File: src/rtl/mem_bank_arbiter.sv
// mem_bank_arbiter: two-port (fetch/data) arbiter onto a 4-bank 32-bit memory, one access per 2 cycles.
// Define MEM_ARB_RR_EN for round-robin ties; default is data priority with fetch starvation guard.
module mem_bank_arbiter #(
    parameter int MEM_WORD_AW  = 19,
    parameter int STARVE_LIMIT = 4
) (
    input  logic                   clk,
    input  logic                   rst,
    input  logic                   if_req_i,
    input  logic [31:0]            if_addr_i,
    output logic                   if_ack_o,
    output logic [31:0]            if_rdata_o,
    input  logic                   dm_req_i,
    input  logic                   dm_we_i,
    input  logic [3:0]             dm_be_i,
    input  logic [31:0]            dm_addr_i,
    input  logic [31:0]            dm_wdata_i,
    output logic                   dm_ack_o,
    output logic                   dm_err_o,
    output logic [31:0]            dm_rdata_o,
    output logic                   mem_en_o,
    output logic [3:0]             mem_we_o,
    output logic [MEM_WORD_AW-1:0] mem_addr_o,
    output logic [31:0]            mem_wdata_o,
    input  logic [31:0]            mem_rdata_i
);
    localparam int SW = $clog2(STARVE_LIMIT + 1);
    typedef enum logic {IDLE, BUSY} state_e;
    state_e        state_q, state_d;
    logic          owner_if_q, owner_if_d, err_q, err_d, prio_if_q, prio_if_d, rst_dly_q;
    logic [SW-1:0] starve_q, starve_d;
    logic          blk, go, ack, gnt_if, gnt_dm, dm_oor, starved;
    logic          unused_bits;
    assign unused_bits = ^{if_addr_i[31:MEM_WORD_AW+2], if_addr_i[1:0], dm_addr_i[1:0], prio_if_q};
    always_comb begin
        blk = rst | rst_dly_q;
        starved = (starve_q == SW'(STARVE_LIMIT));
`ifdef MEM_ARB_RR_EN
        gnt_if = if_req_i & (~dm_req_i | prio_if_q);
`else
        gnt_if = if_req_i & (~dm_req_i | starved);
`endif
        gnt_dm = dm_req_i & ~gnt_if;
        dm_oor = |dm_addr_i[31:MEM_WORD_AW+2];
        go = (state_q == IDLE) & ~blk & (if_req_i | dm_req_i);
        ack = (state_q == BUSY) & ~blk;
        mem_en_o = go & (gnt_if | ~dm_oor);
        mem_we_o = (go & gnt_dm & dm_we_i & ~dm_oor) ? dm_be_i : 4'b0000;
        mem_addr_o = ~go ? '0 : gnt_if ? if_addr_i[MEM_WORD_AW+1:2] : dm_addr_i[MEM_WORD_AW+1:2];
        mem_wdata_o = (go & gnt_dm) ? dm_wdata_i : '0;
        if_ack_o = ack & owner_if_q;
        dm_ack_o = ack & ~owner_if_q;
        dm_err_o = dm_ack_o & err_q;
        if_rdata_o = if_ack_o ? mem_rdata_i : '0;
        dm_rdata_o = (dm_ack_o & ~err_q) ? mem_rdata_i : '0;
        state_d = go ? BUSY : IDLE;
        owner_if_d = go ? gnt_if : owner_if_q;
        err_d = go ? (gnt_dm & dm_oor) : err_q;
        prio_if_d = go ? gnt_dm : prio_if_q;
        starve_d = (go & gnt_if) ? '0 :
                   (go & gnt_dm & if_req_i & ~starved) ? starve_q + SW'(1) : starve_q;
    end
    always_ff @(posedge clk) begin
        if (rst) begin
            state_q    <= IDLE;
            owner_if_q <= 1'b0;
            err_q      <= 1'b0;
            prio_if_q  <= 1'b0;
            starve_q   <= '0;
            rst_dly_q  <= 1'b1;
        end else begin
            state_q    <= state_d;
            owner_if_q <= owner_if_d;
            err_q      <= err_d;
            prio_if_q  <= prio_if_d;
            starve_q   <= starve_d;
            rst_dly_q  <= 1'b0;
        end
    end
endmodule

File: config.mk
export PLATFORM = sky130hd
export DESIGN_NAME = mem_bank_arbiter
export DESIGN_NICKNAME = d
export VERILOG_FILES = /design/src/rtl/mem_bank_arbiter.sv
export SDC_FILE = /design/constraint.sdc
export NUM_CORES = 1
export LEC_CHECK = 0
export CAP_MARGIN = 20
export CORE_AREA = 2 2 100 102
export CTS_BUF_LIST = sky130_fd_sc_hd__clkbuf_4 sky130_fd_sc_hd__clkbuf_8 sky130_fd_sc_hd__clkbuf_16
export DETAILED_ROUTE_END_ITERATION = 7
export DIE_AREA = 0 0 102 104
export GPL_TIMING_DRIVEN = 0
export SYNTH_ARGS = -nofsm -noshare
export SYNTH_HDL_FRONTEND = slang
export SYNTH_SLANG_ARGS = --single-unit
File: constraint.sdc
create_clock -name clk -period 2.7 [get_ports clk]
set_clock_uncertainty 0.1 [all_clocks]
set_input_delay 0.675 -clock clk [delete_from_list [all_inputs] [get_ports clk]]
set_output_delay 0.675 -clock clk [all_outputs]
set_load 0.02 [all_outputs]
==> flow_summary.ini <==
[status]
outcome = finished, violations left
violations = negative setup slack

[timing]
hold_viol_final = 0
worst_pin_slew_ns = 0.3896
finalCritPeriodShare_pct = 106.2
rsz0062_at_grt = yes
setup_ws_ns = -0.1663
drv_slew = 0
setup_viol_count_final = 44
max_freq_mhz = 348.9
slew_headroom_pct = 73.99
period_needed_ns = 2.866
setup_tns_ns = -5.720

[global_route]
overflow = 0
grt_pass1_wl_um = 13380
first_global_vias = 2588
track_usage_pct = 15.87
grt_max_degree = 11
antenna_found_initial = 0

[place]
dp_slack_ns = -1.148
port-buffer-count = 244
hpwl_um = 7529
dpl_cell_area_um2 = 4070
gp_congestion = 0.8036

[cts]
numClockSinks = 7
numCtsBuffers = 3
clk_latency_ns = 0.23
cts_tree = done
cts_max_level = 1
cts_root_buf = clkbuf_8
holdBufCountCts = 0
clockBufferDepth = 2
clk_pin_slew_ns = 0.04

[detailed_routing]
via_per_inst = 4.245
wl_um = 9457
route.detailed.drc = 0
firstDrtPassIters = 4
drt_iter0_drc = 44
num_vias = 2687
ant_nets = 0
wl_per_cell_um = 14.94

[logic_synthesis]
synth-xor-area-share_pct = 0
postSynthAreaPerCell_um2 = 6.234
synth_warnings = 0
syn_nets = 371
ys_seq_elements = 7
yosysTopAreaCell = and2_1
synth.most_common_cell = and2_1
synthCells = 232
synth_common_cells = and2_1 (97), a21oi_1 (23), o21ai_0 (23), nand3_1 (21), clkbuf_1 (14)
synth_compound_area_share_pct = 21.80
postSynth.asyncResetShare_pct = 0
synthAdderAreaFrac_pct = 1.730
synthSimpleGateAreaFrac_pct = 58.74
synth.top_cell.area_share_pct = 41.96
synth_top_family_by_area = simple AND/OR/NAND/NOR gates
synth-seq-area-share_pct = 9.689
mappedNetlistArea_um2 = 1446
ys_types = 27
synth_enable_flop_cells = 0
muxShareOfSynthArea_pct = 0
ys.flop_type = dfxtp_1
synth_area_leaders = and2_1 (42%), dfxtp_1 (9.7%), a21oi_1 (8.0%), o21ai_0 (8.0%), nand3_1 (7.3%)

[cells_and_area]
diodes = 0
multi_input_area_um2 = 1409
final_area_um2 = 4583
fill_cells = 957
regArea_um2 = 140.1
layout-drive-gt1-share_pct = 46.20
nNetsFinal = 640
area_growth_pct = 216.9

[floorplan]
pin_count = 260
die_x_um = 102
num_rows = 36
start_util_pct = 15.15
chipHeight_um = 104
die_area_um2 = 10610
core_um2 = 9549

[critical_path]
worst_ep_arrival_time_ns = 2.09
critPathCaptureType = primary output
startpoint_type = input pin
crit_fanout = 8
cp.required_ns = 1.92
path_class = in2out

[pwr]
p_leak_nw = 2.122
ir_drop_mv = 0.1135
power_density_nw_per_um2 = 152.7

[min_path]
hold_path_class = reg2reg

[job]
drv_cap = 0
path summary, 6_finish.rpt:
path,startpoint,endpoint,slack [ns],cells after the start
setup / recovery,rst,mem_wdata_o[9],-0.17,8
hold / removal,starve_q[0]$_SDFFE_PP0P_,starve_q[0]$_SDFFE_PP0P_,0.42,2
setup reg to reg,state_q$_SDFF_PP0_,starve_q[0]$_SDFFE_PP0P_,0.84,4
hold reg to reg,starve_q[0]$_SDFFE_PP0P_,starve_q[0]$_SDFFE_PP0P_,0.42,2
layout by cell type, fill, tap and decap left out, types with 3 or more instances in the layout:
| master | count |
|---|---|
| buf_4 | 17 |
| clkdlybuf4s15_2 | 11 |
| nor3_2 | 3 |
| dfxtp_1 | 7 |
| nand3_1 | 21 |
| clkbuf_2 | 22 |
| dlymetal6s2s_1 | 7 |
| and2_4 | 46 |
| clkbuf_4 | 6 |
| inv_1 | 6 |
| a21oi_1 | 20 |
| nor3_1 | 3 |
| nand2_1 | 6 |
| clkbuf_8 | 7 |
| buf_6 | 69 |
| clkdlybuf4s50_1 | 107 |
| a21oi_2 | 3 |
| and2_1 | 51 |
| o21ai_0 | 20 |
| buf_2 | 21 |
| clkdlybuf4s15_1 | 3 |
| buf_8 | 8 |
| dlygate4sd2_1 | 7 |
registers in the layout (all words and copies together), names as in the netlist:
register    cells
starve_q        3
err_q           1
owner_if_q      1
rst_dly_q       1
state_q         1
kinds of logic after synthesis:
kind of cell	after synthesis
adders and majority gates	2
DFF	7
AOI/OAI and AO/OA	55
and+or+nand+nor	141
buffers and inverters	27
report_power, final:
| part | total (mW) | switching, mW | internal, mW |
|---|---|---|---|
| logic | 0.428 | 0.157 | 0.271 |
| clock network | 0.158 | 0.0459 | 0.112 |
| registers | 0.114 | 0.00638 | 0.108 |
| total | 0.700 | 0.209 | 0.491 |
worst max-delay path, cell delays in order:
cell and delay (ns):
buf_6 0.09, buf_6 0.12, or4b_4 0.54, a21oi_4 0.15, buf_12 0.16, buf_8 0.11, and2_4 0.13, buf_6 0.11
stage by stage:
step | util [%] | hold WS [ns] | cells | total power [mW]
5_1_grt | 48.00 | 0.4378 | 633 | 0.7426
3_5_place_dp | 42.62 | 0.4097 | 609 | 0.4805
2_1_floorplan | - | 0.3671 | 232 | 0.2274
3_3_place_gp | 42.62 | 0.3848 | 609 | 0.4768
4_1_cts | 45.03 | 0.4124 | 627 | 0.6726
6_report | 48.00 | 0.4159 | 633 | 0.6998
timing repair:
action / in CTS / in global routing
gates cloned: 3 / 2
setup buffers: 11 / 4
gates resized for setup: 593 / 140
setup endpoints to repair: 123 / 111
pin swaps: 36 / 18
metal layers:
metal	global-route usage (%)	wire, um	part of all wire, %	vias up
met5	0	0	0	-
met4	3.524	116	1.2	0
met3	3.965	903	9.5	6
met2	32.61	5238	55	141
met1	15.11	3198	34	1222
li1	-	-	-	1318
layout make-up:
type,instances,area share [%]
plain buffers,21,4.832
clock buffers,4,1.065
inverters,6,0.4914
multi-input cells,198,30.74
flip-flops and latches,7,3.058
well taps,133,3.631
repair buffers,264,56.18
Power figures use the tool's default switching activity.
